===== src/rtl/img_window_fetch.sv =====
// Walks a stored image and assembles KxK convolution windows from a one-cycle-latency
// synchronous memory. Windows are presented in raster order over a valid/ready handshake.
module img_window_fetch #(
  parameter int unsigned DW        = 16,
  parameter int unsigned AW        = 16,
  parameter int unsigned IMG_W     = 32,
  parameter int unsigned IMG_H     = 32,
  parameter int unsigned K         = 5,
  parameter int unsigned BASE_ADDR = 50704
) (
  input  logic              clk,
  input  logic              rst_n,
  input  logic              start,
  output logic              mem_rd_en,
  output logic [AW-1:0]     mem_addr,
  input  logic [DW-1:0]     mem_rdata,
  output logic              out_valid,
  input  logic              out_ready,
  output logic [K*K*DW-1:0] window_data,
  output logic [4:0]        win_row,
  output logic [4:0]        win_col,
  output logic              done
);

  localparam int unsigned NK = K * K;
  localparam int unsigned KW = $clog2(NK);
  localparam int unsigned RW = $clog2(K);

  localparam logic [KW-1:0] K_LAST   = KW'(NK - 1);
  localparam logic [RW-1:0] KC_LAST  = RW'(K - 1);
  localparam logic [4:0]    COL_LAST = 5'(IMG_W - K);
  localparam logic [4:0]    ROW_LAST = 5'(IMG_H - K);

  typedef enum logic [2:0] {IDLE, FETCH, LAST, PRESENT, DONE} state_t;

  state_t        state;
  logic [KW-1:0] k;
  logic [RW-1:0] kr, kc;
  logic [RW-1:0] nkr, nkc;
  logic [4:0]    nrow, ncol;
  logic          last_win;
  logic          cap_valid;
  logic [KW-1:0] cap_slot;

  function automatic logic [AW-1:0] addr_of(input logic [4:0] row, input logic [4:0] col,
                                            input logic [RW-1:0] r, input logic [RW-1:0] c);
    logic [31:0] a;
    a = 32'(BASE_ADDR) + (32'(row) + 32'(r)) * 32'(IMG_W) + 32'(col) + 32'(c);
    return a[AW-1:0];
  endfunction

  always_comb begin
    nkr = kr;
    nkc = kc + 1'b1;
    if (kc == KC_LAST) begin
      nkc = '0;
      nkr = kr + 1'b1;
    end
    nrow     = win_row;
    ncol     = win_col + 1'b1;
    last_win = 1'b0;
    if (win_col >= COL_LAST) begin
      ncol = '0;
      nrow = win_row + 1'b1;
      last_win = (win_row >= ROW_LAST);
    end
  end

  // Read data trails the address by one cycle, so the issued slot index is
  // carried alongside in cap_slot and written on the following edge.
  always_ff @(posedge clk or negedge rst_n) begin
    if (!rst_n) begin
      state       <= IDLE;
      k           <= '0;
      kr          <= '0;
      kc          <= '0;
      cap_valid   <= 1'b0;
      cap_slot    <= '0;
      mem_rd_en   <= 1'b0;
      mem_addr    <= '0;
      out_valid   <= 1'b0;
      window_data <= '0;
      win_row     <= '0;
      win_col     <= '0;
      done        <= 1'b0;
    end else begin
      cap_valid <= 1'b0;
      if (cap_valid) window_data[32'(cap_slot)*DW +: DW] <= mem_rdata;
      case (state)
        IDLE, DONE: begin
          if (start) begin
            win_row   <= '0;
            win_col   <= '0;
            k         <= '0;
            kr        <= '0;
            kc        <= '0;
            mem_addr  <= AW'(BASE_ADDR);
            mem_rd_en <= 1'b1;
            done      <= 1'b0;
            state     <= FETCH;
          end
        end
        FETCH: begin
          cap_valid <= 1'b1;
          cap_slot  <= k;
          if (k == K_LAST) begin
            mem_rd_en <= 1'b0;
            state     <= LAST;
          end else begin
            k        <= k + 1'b1;
            kr       <= nkr;
            kc       <= nkc;
            mem_addr <= addr_of(win_row, win_col, nkr, nkc);
          end
        end
        LAST: begin
          out_valid <= 1'b1;
          state     <= PRESENT;
        end
        PRESENT: begin
          if (out_ready) begin
            out_valid <= 1'b0;
            if (last_win) begin
              done  <= 1'b1;
              state <= DONE;
            end else begin
              win_row   <= nrow;
              win_col   <= ncol;
              k         <= '0;
              kr        <= '0;
              kc        <= '0;
              mem_addr  <= addr_of(nrow, ncol, '0, '0);
              mem_rd_en <= 1'b1;
              state     <= FETCH;
            end
          end
        end
        default: state <= IDLE;
      endcase
    end
  end

endmodule


===== config.mk =====
export PLATFORM = sky130hd
export DESIGN_NAME = img_window_fetch
export DESIGN_NICKNAME = d
export VERILOG_FILES = /design/src/rtl/img_window_fetch.sv
export SDC_FILE = /design/constraint.sdc
export NUM_CORES = 1
export LEC_CHECK = 0
export ABC_AREA = 0
export CAP_MARGIN = 20
export CORE_ASPECT_RATIO = 1.75
export CORE_UTILIZATION = 50
export DETAILED_ROUTE_END_ITERATION = 16
export PLACE_DENSITY = 0.92
export SETUP_SLACK_MARGIN = 0.1
export SYNTH_ARGS = -nofsm -noshare
export SYNTH_HDL_FRONTEND = slang
export SYNTH_SLANG_ARGS = --single-unit
export TNS_END_PERCENT = 100

===== constraint.sdc =====
create_clock -name clk -period 3.3 [get_ports clk]
set_input_delay 0.495 -clock clk [delete_from_list [all_inputs] [get_ports clk]]
set_output_delay 0.495 -clock clk [all_outputs]
set_load 0.05 [all_outputs]

* Word level (Yosys, flattened, before mapping) *
Cells that the tools add are included.

word-level totals
  flip-flop bits (word level) = 449
  bits of input ports = 20
  word-level logic and storage cells = 98

operators by class
  add/sub/neg operators = 12
  magnitude comparators = 2
  equal/unequal tests = 12
  shift-type cells = 2
  mux-type cells = 46
  reductions and logical operators = 11

operators by type and width
  operator                                                                   count
  400-bit bitwise mux                                                        1
  16-bit by 34-bit variable shift with 400-bit output, first input constant  1
  16-bit by 34-bit variable part select with 400-bit output                  1
  16-bit 2-to-1 mux                                                          4
  5-bit 2-to-1 mux                                                           10
  16-bit case mux with 3 select lines                                        1
  9-bit negation with 34-bit output                                          1
  3-bit 2-to-1 mux                                                           11
  16-bit by 5-bit adder with 16-bit output                                   2
  5-bit case mux with 2 select lines                                         2
  3-bit case mux with 3 select lines                                         2
  16-bit by 10-bit adder with 16-bit output, first input constant            1
  16-bit by 11-bit adder with 16-bit output, first input constant            1
  16-bit by 3-bit adder with 16-bit output                                   1
  5-bit by 1-bit adder with 5-bit output, second input constant              3
  5-bit case mux with 3 select lines                                         1
  2-bit inequality test, second input constant                               6
  3-bit case mux with 4 select lines                                         1
  5-bit greater-or-equal comparator, second input constant                   2
  1-bit 2-to-1 mux                                                           10
  5-bit AND reduction                                                        2
  4-bit AND reduction                                                        2
  3-bit by 1-bit adder with 3-bit output, second input constant              2
  5-bit by 3-bit adder with 6-bit output                                     1
  12 further kinds                                                           16

* Logic depth before layout (Yosys ltp) *
Gate-level depths: netlist (run 1).

  depth in word-level cells = 8
  gate-level depth with buffers = 14

* Worst setup path before layout (run 1) *
Ideal clock, no wire load.

  path kind = reg2reg
  start point = reg win_col[1]
  end point = reg mem_addr[10]
  data arrival time = 2.975 ns
  path slack = 0.198 ns
  stages on the path, launching flop included = 13
  cell sequence = dfrtp_1 ha_1 a211oi_2 or2_2 buf_2 xnor2_1 ha_1 nand4b_1 a211oi_1 a41oi_1 nor3_1 nor2_1 a221o_1

on the way
  longest elaborated chain between the ends = 7

ends and longest elaborated chain
  item                                       RTL line  source
  from (decl)                                21        output logic [4:0] win_col,
  from (signal assigned)                     128       win_col <= ncol;
  5-bit greater-or-equal comparator          62        if (win_col >= COL_LAST) begin
  5-bit 2-to-1 mux                           62
  16-bit by 10-bit adder with 16-bit output  48        a = 32'(BASE_ADDR) + (32'(row) + 32'(r)) * 32'(IMG_W) + 32'(col) + 32'(c);
  16-bit by 5-bit adder with 16-bit output   48
  16-bit 2-to-1 mux                          123       if (last_win) begin
  16-bit 2-to-1 mux                          121       if (out_ready) begin
  16-bit case mux with 3 select lines        89        case (state)
  to (signal assigned)                       97        mem_addr <= AW'(BASE_ADDR);
  to (signal assigned)                       113       mem_addr <= addr_of(win_row, win_col, nkr, nkc);
  to (signal assigned)                       132       mem_addr <= addr_of(nrow, ncol, '0, '0);
  to (decl)                                  15        output logic [AW-1:0] mem_addr,

Several ways; a longest one is shown, not always the timed one. The select of a mux whose other input is x is not followed.
A chain may end at the register's enable or synchronous reset.

* Worst setup path in the final report (run 1) *
Same ends and word-level chain as after synthesis.

==> results.json, run 1 <==
{
  "grt-ovfl-total": 0,
  "ff2ff_path_depth": 11,
  "pin_count": 449,
  "setup-violations-final": 0,
  "synth_area_um2": 18500,
  "synthesis_to_finish_area_growth_pct": 34.3,
  "detailed_place_hpwl_mm": 44.1,
  "grtUsageTotal_pct": 32.7,
  "clock_sinks": 446,
  "grt_setup_unrepaired": "yes",
  "fp-row-count": 92,
  "number_of_enable_flip_flop_cells_after_synthesis": 0,
  "htree_levels": 2,
  "num_vias": 14400,
  "timing.clock.skew_ps": 11.9,
  "cpMostUsedCell": "sky130_fd_sc_hd__ha_1",
  "clock_tree_from_tritoncts": "built",
  "worst_setup_hold_path_clk_slew_ps": 70,
  "synth_sequential_area_ratio_pct": 60.3,
  "post_synth.cell_area_avg_um2": 12.4,
  "yosys.area_share.xor_xnor_pct": 1.14,
  "final.min_clock_period_ps": 3050,
  "cts_inserted_buffers": 40,
  "regToRegStartpoint": "win_col[1]",
  "yosys_warnings": 0,
  "worst-endpoint-required_ps": 3720,
  "post_route_cells_drive_above_1_share_pct": 18.1,
  "drtIter0Drc": 1069,
  "share_of_synthesized_cell_area_in_full_adder_half_adder_and_majority_cells_pct": 1.30,
  "total_routed_wirelength_mm": 61.4,
  "cts.root.buffer_cell": "sky130_fd_sc_hd__clkbuf_16",
  "grt_pass1_wl_mm": 92.2,
  "core_area_um2": 36300,
  "n_fill_cell": 2428,
  "synth_async_sr_flop_share_pct": 100,
  "fmaxAchievable_mhz": 328,
  "synth.ff_latch_count": 446,
  "worstSkewPairLatency_ps": 530,
  "first_global_vias": 14900,
  "cts_buffer_depth": 3,
  "hold_path_class": "input pin to async pin",
  "cp_slowest_cell": "sky130_fd_sc_hd__dfrtp_1",
  "area_share_of_and_or_nand_nor_cells_after_synthesis_pct": 9.02,
  "setup.worst_path.start_class": "register",
  "worstSetupStartpoint": "win_col[1]",
  "routabilityCongestion": 0.954,
  "design.die.area_um2": 37800,
  "vias_per_cell": 5.94,
  "number_of_antenna_violations_at_the_first_check_in_global_routing": 1,
  "synthMuxAreaShare_pct": 15.3,
  "min_period_over_period_pct": 92.5,
  "final-max-slew-violation-count": 0,
  "start_util_pct": 51.0,
  "synthCells": 1497,
  "combinational_family_with_the_most_area_after_synthesis": "multiplexers",
  "fin_tns_setup_ps": 0,
  "ant_nets_after_route": 0,
  "fin_nets": 1961,
  "finalHoldViolations": 0,
  "run_status": "finished clean",
  "detail_route.drc_violations": 0,
  "detail_route.first_pass.iterations": 6,
  "yosys.cell_types.count": 72,
  "critPathCaptureType": "register",
  "placement.io_buffers": 446,
  "largest_net_degree_at_the_start_of_global_routing": 105,
  "wire_per_inst_um": 25.4,
  "critPathKind": "register to register",
  "synth_compound_gate_area_share_pct": 9.72,
  "slew-limit-headroom_pct": 38.2,
  "path_cells": "ha_1, a211oi_4, or2_2, xnor2_1, ha_1, nand4b_1, a211oi_1, a41oi_1, nor3_1, nor2_1, a221o_1",
  "yosys_most_used_dff": "sky130_fd_sc_hd__dfrtp_1",
  "floorplan.die.width_um": 147,
  "path_max_fanout": 10,
  "die_h_um": 257,
  "critPathMaxStageDelay_ps": 490,
  "worstPathArrival_ps": 3470,
  "drv.max_cap_violation_count": 0,
  "tightest_slew_ps": 927
}
## cell usage in the layout (no fill, tap or decap), types with 16 or more instances in the layout
master	synthesis	layout
sky130_fd_sc_hd__inv_1	18	18
sky130_fd_sc_hd__clkbuf_16	0	41
sky130_fd_sc_hd__o31ai_1	78	78
sky130_fd_sc_hd__a21oi_1	16	16
sky130_fd_sc_hd__o21ai_0	97	96
sky130_fd_sc_hd__clkdlybuf4s50_1	0	445
sky130_fd_sc_hd__nand2_1	221	221
sky130_fd_sc_hd__dfrtp_1	446	446
sky130_fd_sc_hd__mux2_2	198	198
sky130_fd_sc_hd__nor2_1	47	47
sky130_fd_sc_hd__buf_4	13	43
sky130_fd_sc_hd__mux2_1	37	37
## worst paths after layout
path	endpoint	slack, ps
setup / recovery	mem_addr[10]	250
hold / removal	window_data[200]	450
setup reg to reg	mem_addr[10]	250
hold reg to reg	window_data[56]	480
max in group asynchronous	window_data[164]	1870
min in group clk	window_data[56]	480
## Yosys cell counts (5+ instances only)
cell	count	share of area, %
sky130_fd_sc_hd__mux2_4	10	0.81
sky130_fd_sc_hd__a21oi_1	16	0.43
sky130_fd_sc_hd__a21o_1	6	0.24
sky130_fd_sc_hd__xor2_1	10	0.47
sky130_fd_sc_hd__nand2_1	221	4.5
sky130_fd_sc_hd__o41ai_1	12	0.57
sky130_fd_sc_hd__nor2_4	6	0.37
sky130_fd_sc_hd__dfrtp_1	446	60
sky130_fd_sc_hd__o21a_1	5	0.20
sky130_fd_sc_hd__nand2b_1	8	0.27
sky130_fd_sc_hd__ha_1	16	1.1
sky130_fd_sc_hd__and2_1	11	0.37
sky130_fd_sc_hd__buf_2	28	0.76
sky130_fd_sc_hd__nor2b_1	7	0.24
sky130_fd_sc_hd__a22o_1	5	0.24
sky130_fd_sc_hd__buf_1	12	0.24
sky130_fd_sc_hd__clkbuf_1	58	1.2
sky130_fd_sc_hd__o31ai_2	9	0.61
sky130_fd_sc_hd__nand4_1	7	0.24
sky130_fd_sc_hd__xnor2_1	14	0.66
sky130_fd_sc_hd__or2_1	5	0.17
sky130_fd_sc_hd__inv_1	18	0.37
sky130_fd_sc_hd__buf_4	13	0.53
sky130_fd_sc_hd__mux2_2	198	12
sky130_fd_sc_hd__nand3_1	15	0.41
sky130_fd_sc_hd__mux2_1	37	2.3
sky130_fd_sc_hd__nor3_1	10	0.27
sky130_fd_sc_hd__nor2_1	47	0.95
sky130_fd_sc_hd__o21ai_0	97	2.6
sky130_fd_sc_hd__o31ai_1	78	3.2
## stage by stage
stage | hold WS, ps | std cells | utilization [%] | setup slack (ps) | instance area [um2]
floorplan | 199 | 1498 | - | 198 | 18500
global placement | 404 | 2349 | 64.8 | 295 | 23500
detailed placement | 410 | 2349 | 64.8 | 183 | 23500
CTS | 442 | 2419 | 68.4 | 153 | 24800
global route | 473 | 2421 | 68.5 | 30.7 | 24900
finish | 445 | 2421 | 68.5 | 247 | 24900
## repair_timing
item	in CTS	in global routing
setup endpoints to repair	0	30
endpoints found under the hold margin	37	0
setup buffers	0	1
hold buffers	1	0
resized for setup	0	7
## layer usage
metal	vias to the layer above	global-route usage (%)	share of wire [%]
met5	-	0	0
met4	0	22.4	8.0
met3	247	5.89	6.8
met2	773	57.8	52
met1	7285	35.1	33
li1	6085	-	-
## worst max-delay path: cells and delay by family (launching register included)
family	cells	cell delay (ps)
simple gates	4	680
compound gates	4	1100
xor+xnor	1	130
flops	1	490
fa+ha+maj	2	540
## sequential cells by signal, summed over array words and instances (netlist names)
register / count
cap_valid: 1
mem_addr: 13
state: 3
mem_rd_en: 1
win_row: 5
win_col: 5
cap_slot: 5
k: 5
out_valid: 1
window_data: 400
done: 1
kc: 3
kr: 3
## cells by family after synthesis
family	count (synthesis)
other	1
flip-flops	446
multiplexers	248
adder cells (fa/ha/maj)	18
XOR/XNOR	24
buffers and inverters	133
AO/OA/AOI/OAI	260
AND/OR/NAND/NOR	367
## layout make-up
| cell class | instances | area, um2 | share of cell area, % |
|---|---|---|---|
| multi-input cells | 919 | 6780 | 27.3 |
| well taps | 470 | 588 | 2.37 |
| flip-flops and latches | 446 | 11200 | 44.9 |
| inverters | 19 | 71.3 | 0.287 |
| clock buffers | 56 | 1120 | 4.52 |
| clock inverters | 13 | 186 | 0.750 |
| repair buffers | 497 | 4940 | 19.9 |
| diodes | 1 | 2.50 | 0.0101 |
Power of run 1 is not shown: default switching activity piles up to over one toggle a cycle in this logic, so the estimate is an artifact.
==> run 2, diff against run 1 <==
--- a/config.mk
+++ b/config.mk
@@ -8,6 +8,7 @@
 export ABC_AREA = 0
 export CAP_MARGIN = 20
 export CORE_ASPECT_RATIO = 1.75
+export CORE_MARGIN = 3
 export CORE_UTILIZATION = 50
 export DETAILED_ROUTE_END_ITERATION = 16
 export PLACE_DENSITY = 0.92
==> run 2 against run 1 <==
Non-clock buffer count rose by 4; die area grew 4.3%; register-to-register slack about the same; via count is 0.45% higher; first-iteration DRC count down 12%; wire length grew 3.7%; count of clock-buffer cells in the layout decreased by 2; worst hold slack improved by 39 ps; highest routed layer unchanged.
==> results.json, run 2 (same netlist as run 1, synthesis figures left out) <==
{
  "worstSkewPairLatency_ps": 540,
  "wire_per_inst_um": 26.2,
  "drtIter0Drc": 940,
  "clock_sinks": 446,
  "floorplan.die.width_um": 151,
  "design.die.area_um2": 39500,
  "timing.clock.skew_ps": 17.0,
  "setup.worst_path.end": "mem_addr[10]",
  "number_of_antenna_violations_at_the_first_check_in_global_routing": 1,
  "cpLargestDelayFamily": "compound AO/OA/AOI/OAI gates",
  "fin_tns_setup_ps": 0,
  "post-place-cells": 2353,
  "worst_setup_hold_path_clk_slew_ps": 70,
  "cts.root.buffer_cell": "sky130_fd_sc_hd__clkbuf_16",
  "die_h_um": 261,
  "pin_count": 449,
  "largest_net_degree_at_the_start_of_global_routing": 96,
  "final-max-slew-violation-count": 0,
  "critPathCaptureType": "register",
  "largest_reg_flops": 400,
  "grt_setup_unrepaired": "yes",
  "num_vias": 14500,
  "fmaxAchievable_mhz": 329,
  "htree_levels": 2,
  "critPathMaxStageDelay_ps": 490,
  "fp-row-count": 92,
  "worstSetupStartpoint": "win_col[1]",
  "cp_slowest_cell": "sky130_fd_sc_hd__dfrtp_1",
  "detail_route.drc_violations": 0,
  "routabilityCongestion": 0.970,
  "critical_path_cell_count": 11,
  "slew-limit-headroom_pct": 36.9,
  "hold_path_class": "register to register",
  "placement.io_buffers": 446,
  "grtUsageTotal_pct": 31.6,
  "final_cell_mix": "sky130_fd_sc_hd__dfrtp_1 (446), sky130_fd_sc_hd__clkdlybuf4s50_1 (445), sky130_fd_sc_hd__nand2_1 (221), sky130_fd_sc_hd__mux2_2 (198), sky130_fd_sc_hd__o21ai_0 (96)",
  "cts_buffer_depth": 3,
  "min_period_over_period_pct": 92.1,
  "finalHoldViolations": 0,
  "layout_top_registers": "window_data (400), mem_addr (13)",
  "clock_tree_from_tritoncts": "built",
  "path_max_fanout": 7,
  "run_status": "finished clean",
  "final.min_clock_period_ps": 3040,
  "detailed_place_hpwl_mm": 45.8,
  "cts_inserted_buffers": 41,
  "first_global_vias": 15200,
  "regToRegStartpoint": "win_col[1]",
  "total_routed_wirelength_mm": 63.7,
  "r2r-end": "mem_addr[10]",
  "worstPathArrival_ps": 3460,
  "setup.worst_path.start_class": "register",
  "register_ranked_first_by_flip_flop_count": "window_data",
  "cpMostUsedCell": "sky130_fd_sc_hd__ha_1",
  "ff2ff_path_depth": 11,
  "final_cell_count_no_fill": 2431,
  "setup-violations-final": 0,
  "grt_pass1_wl_mm": 93.4,
  "core_area_um2": 36300,
  "setup.reg_to_reg.worst_slack_ps": 260,
  "final_common_cell": "sky130_fd_sc_hd__dfrtp_1",
  "detail_route.first_pass.iterations": 6,
  "start_util_pct": 51.0,
  "synthesis_to_finish_area_growth_pct": 35.5,
  "post_route_cells_drive_above_1_share_pct": 18.8,
  "drv.max_cap_violation_count": 0,
  "worst-endpoint-required_ps": 3720,
  "critical_path.n_buffers_inverters": 0,
  "fin_nets": 1966,
  "grt-ovfl-total": 0,
  "path_cells": "ha_1, a211oi_4, or2_2, xnor2_1, ha_1, nand4b_1, a211oi_1, a41oi_1, nor3_1, nor2_1, a221o_1",
  "ant_nets_after_route": 0,
  "critPathKind": "register to register",
  "tightest_slew_ps": 947,
  "n_fill_cell": 2435,
  "vias_per_cell": 5.95
}
## run 2: timing repair
| item | CTS | global route |
|---|---|---|
| hold buffers | 1 | 0 |
| buffers inserted | 0 | 1 |
| setup endpoints to repair | 0 | 11 |
| endpoints found under the hold margin | 33 | 0 |
| resized for setup | 0 | 5 |
## run 2: worst min path at each step
stage | startpoint | end | slack (ps) | depth (start not counted)
final | mem_addr[2] | mem_addr[2] | 480 | 2
after global routing | window_data[93] | window_data[93] | 500 | 2
after CTS | window_data[88] | window_data[88] | 490 | 2
after detailed placement | window_data[31] | window_data[31] | 470 | 2
after global placement | window_data[125] | window_data[125] | 460 | 2
after floorplan | rst_n | cap_slot[0] | 200 | 0
## run 2: cell type report
type | instances | area [um2] | share of cell area [%]
tap | 470 | 588 | 2.35
multi-input combinational | 919 | 6780 | 27.0
clock inverter | 21 | 342 | 1.36
timing repair buffer | 501 | 4950 | 19.7
antenna | 1 | 2.50 | 0.00998
sequential | 446 | 11200 | 44.5
inverter | 19 | 71.3 | 0.284
clock buffer | 54 | 1190 | 4.73
## run 2: worst reg2reg max path: stages, from the launching register on
cell                       delay (ps)
sky130_fd_sc_hd__dfrtp_1          490
sky130_fd_sc_hd__ha_1             310
sky130_fd_sc_hd__a211oi_4         340
sky130_fd_sc_hd__or2_2            250
sky130_fd_sc_hd__xnor2_1          130
sky130_fd_sc_hd__ha_1             260
sky130_fd_sc_hd__nand4b_1         140
sky130_fd_sc_hd__a211oi_1         270
sky130_fd_sc_hd__a41oi_1          100
sky130_fd_sc_hd__nor3_1           260
sky130_fd_sc_hd__nor2_1            60
sky130_fd_sc_hd__a221o_1          320
## run 2: routing by layer
layer / routed length, um / vias to the layer above / track usage, %
met5: 0 / - / 0
met3: 4230 / 259 / 5.16
met4: 5460 / 0 / 21.9
met2: 32700 / 871 / 55.3
li1: - / 6093 / -
met1: 21400 / 7232 / 34.4
## run 2: through the flow
stage	area, um2	worst slack, ps	utilization (%)	hold WS (ps)
2_1_floorplan	18500	198	-	199
3_3_place_gp	23500	318	64.8	460
3_5_place_dp	23500	160	64.8	469
4_1_cts	25000	156	69.1	487
5_1_grt	25100	43.3	69.1	502
6_report	25100	261	69.1	484
Power of run 2 is left out for the same reason.
==> run 3, diff against run 2 <==
--- a/config.mk
+++ b/config.mk
@@ -12,6 +12,7 @@
 export CORE_UTILIZATION = 50
 export DETAILED_ROUTE_END_ITERATION = 16
 export PLACE_DENSITY = 0.92
+export RECOVER_POWER = 50
 export SETUP_SLACK_MARGIN = 0.1
 export SYNTH_ARGS = -nofsm -noshare
 export SYNTH_HDL_FRONTEND = slang
==> run 3 against run 2 <==
The flow now finishes with violations (max-capacitance violations, max-slew violations); count of clock-buffer cells in the layout unchanged; global-route usage unchanged; register-to-register slack got worse by 20 ps; worst hold slack got worse by 5.5 ps; core utilization decreased by 0.079 points; final area decreased by 0.11%; highest routed layer unchanged.
==> results.json, run 3 (same netlist as run 1, synthesis figures left out) <==
{
  "worst-endpoint-required_ps": 3720,
  "timing.clock.skew_ps": 17.5,
  "vias_per_cell": 5.95,
  "final-max-slew-violation-count": 77,
  "final_common_cell": "sky130_fd_sc_hd__dfrtp_1",
  "worstSkewPairLatency_ps": 540,
  "detailed_place_hpwl_mm": 45.8,
  "setup.worst_path.start_class": "register",
  "fin_tns_setup_ps": 0,
  "wire_per_inst_um": 26.2,
  "num_vias": 14500,
  "pin_count": 449,
  "largest_net_degree_at_the_start_of_global_routing": 96,
  "finalHoldViolations": 0,
  "run_status": "complete, but fails checks",
  "path_max_fanout": 7,
  "fin_nets": 1966,
  "grt_pass1_wl_mm": 93.4,
  "critPathCaptureType": "register",
  "grt-ovfl-total": 0,
  "routabilityCongestion": 0.970,
  "post_route_cells_drive_above_1_share_pct": 18.7,
  "drtIter0Drc": 930,
  "min_period_over_period_pct": 92.8,
  "die_h_um": 261,
  "largest_reg_flops": 400,
  "clock_tree_from_tritoncts": "built",
  "gr-usage-met1_pct": 34.4,
  "htree_levels": 2,
  "final.min_clock_period_ps": 3060,
  "grtUsageTotal_pct": 31.6,
  "worst_setup_hold_path_clk_slew_ps": 70,
  "grt.busiest_layer": "met2",
  "ant_nets_after_route": 0,
  "slew-limit-headroom_pct": -60.8,
  "first_global_vias": 15200,
  "failed_checks": "max-capacitance violations, max-slew violations",
  "cts_buffer_depth": 3,
  "placement.io_buffers": 446,
  "layout_top_registers": "window_data (400), mem_addr (13)",
  "floorplan.die.width_um": 151,
  "worstPathArrival_ps": 3480,
  "clock_sinks": 446,
  "cts_inserted_buffers": 41,
  "cts.root.buffer_cell": "sky130_fd_sc_hd__clkbuf_16",
  "met3_usage_pct": 5.16,
  "fp-row-count": 92,
  "total_routed_wirelength_mm": 63.6,
  "fmaxAchievable_mhz": 327,
  "final_core_utilization_pct": 69.1,
  "core_area_um2": 36300,
  "number_of_antenna_violations_at_the_first_check_in_global_routing": 1,
  "setup-violations-final": 0,
  "detail_route.first_pass.iterations": 6,
  "detail_route.drc_violations": 0,
  "start_util_pct": 51.0,
  "drv.max_cap_violation_count": 1,
  "critPathKind": "register to register",
  "synthesis_to_finish_area_growth_pct": 35.3,
  "tightest_slew_ps": 2410,
  "grt_setup_unrepaired": "yes",
  "routing_usage_on_met2_pct": 55.3,
  "final_cell_mix": "sky130_fd_sc_hd__dfrtp_1 (446), sky130_fd_sc_hd__clkdlybuf4s50_1 (241), sky130_fd_sc_hd__nand2_1 (221), sky130_fd_sc_hd__dlygate4sd3_1 (205), sky130_fd_sc_hd__mux2_2 (198)",
  "register_ranked_first_by_flip_flop_count": "window_data",
  "design.die.area_um2": 39500,
  "hold_path_class": "register to register"
}
run 3: area by class of cell:
cell class	instances	area [um2]
Tap cell	470	588
Fill cell	2441	11200
Clock buffer	54	1190
Clock inverter	21	342
Antenna cell	1	2.50
Sequential cell	446	11200
Multi-Input combinational cell	919	6770
Inverter	19	71.3
Timing Repair Buffer	501	4920
run 3: critical path, cell delays in order (launching register included):
cell	delay [ps]
sky130_fd_sc_hd__dfrtp_1	490
sky130_fd_sc_hd__ha_1	310
sky130_fd_sc_hd__a211oi_4	340
sky130_fd_sc_hd__or2_2	250
sky130_fd_sc_hd__xnor2_1	130
sky130_fd_sc_hd__ha_1	260
sky130_fd_sc_hd__nand4b_1	140
sky130_fd_sc_hd__a211oi_1	270
sky130_fd_sc_hd__a41oi_1	100
sky130_fd_sc_hd__nor3_1	270
sky130_fd_sc_hd__nor2_1	60
sky130_fd_sc_hd__a221o_1	320
run 3: what timing repair did:
item,4_1_cts,5_1_grt
endpoints found under the hold margin,33,0
gates resized for setup,0,5
endpoints found under the setup margin,0,11
hold buffers,1,0
setup buffers,0,1
run 3: path summary, 6_finish.rpt:
| check | start | to | slack [ps] | depth (start not counted) |
|---|---|---|---|---|
| max | win_col[1] | mem_addr[10] | 240 | 11 |
| min | mem_addr[2] | mem_addr[2] | 480 | 2 |
| max reg2reg | win_col[1] | mem_addr[10] | 240 | 11 |
| min reg2reg | mem_addr[2] | mem_addr[2] | 480 | 2 |
| max in group asynchronous | rst_n | window_data[175] | 500 | 3 |
| min in group asynchronous | rst_n | window_data[44] | 1220 | 2 |
run 3: routing by layer:
metal	routed length, um	up-vias
li1	-	6106
met1	21100	7207
met2	32600	885
met3	4380	257
met4	5480	0
met5	0	-
run 3: metrics by stage:
stage | cell area (um2) | hold WS [ps] | worst slack, ps | cells
after global placement | 23500 | 460 | 318 | 2353
after CTS | 25000 | 487 | 156 | 2429
after floorplan | 18500 | 199 | 198 | 1498
after detailed placement | 23500 | 469 | 160 | 2353
after global routing | 25000 | 497 | 43.3 | 2431
final | 25000 | 478 | 238 | 2431
Power of run 3 is left out for the same reason.
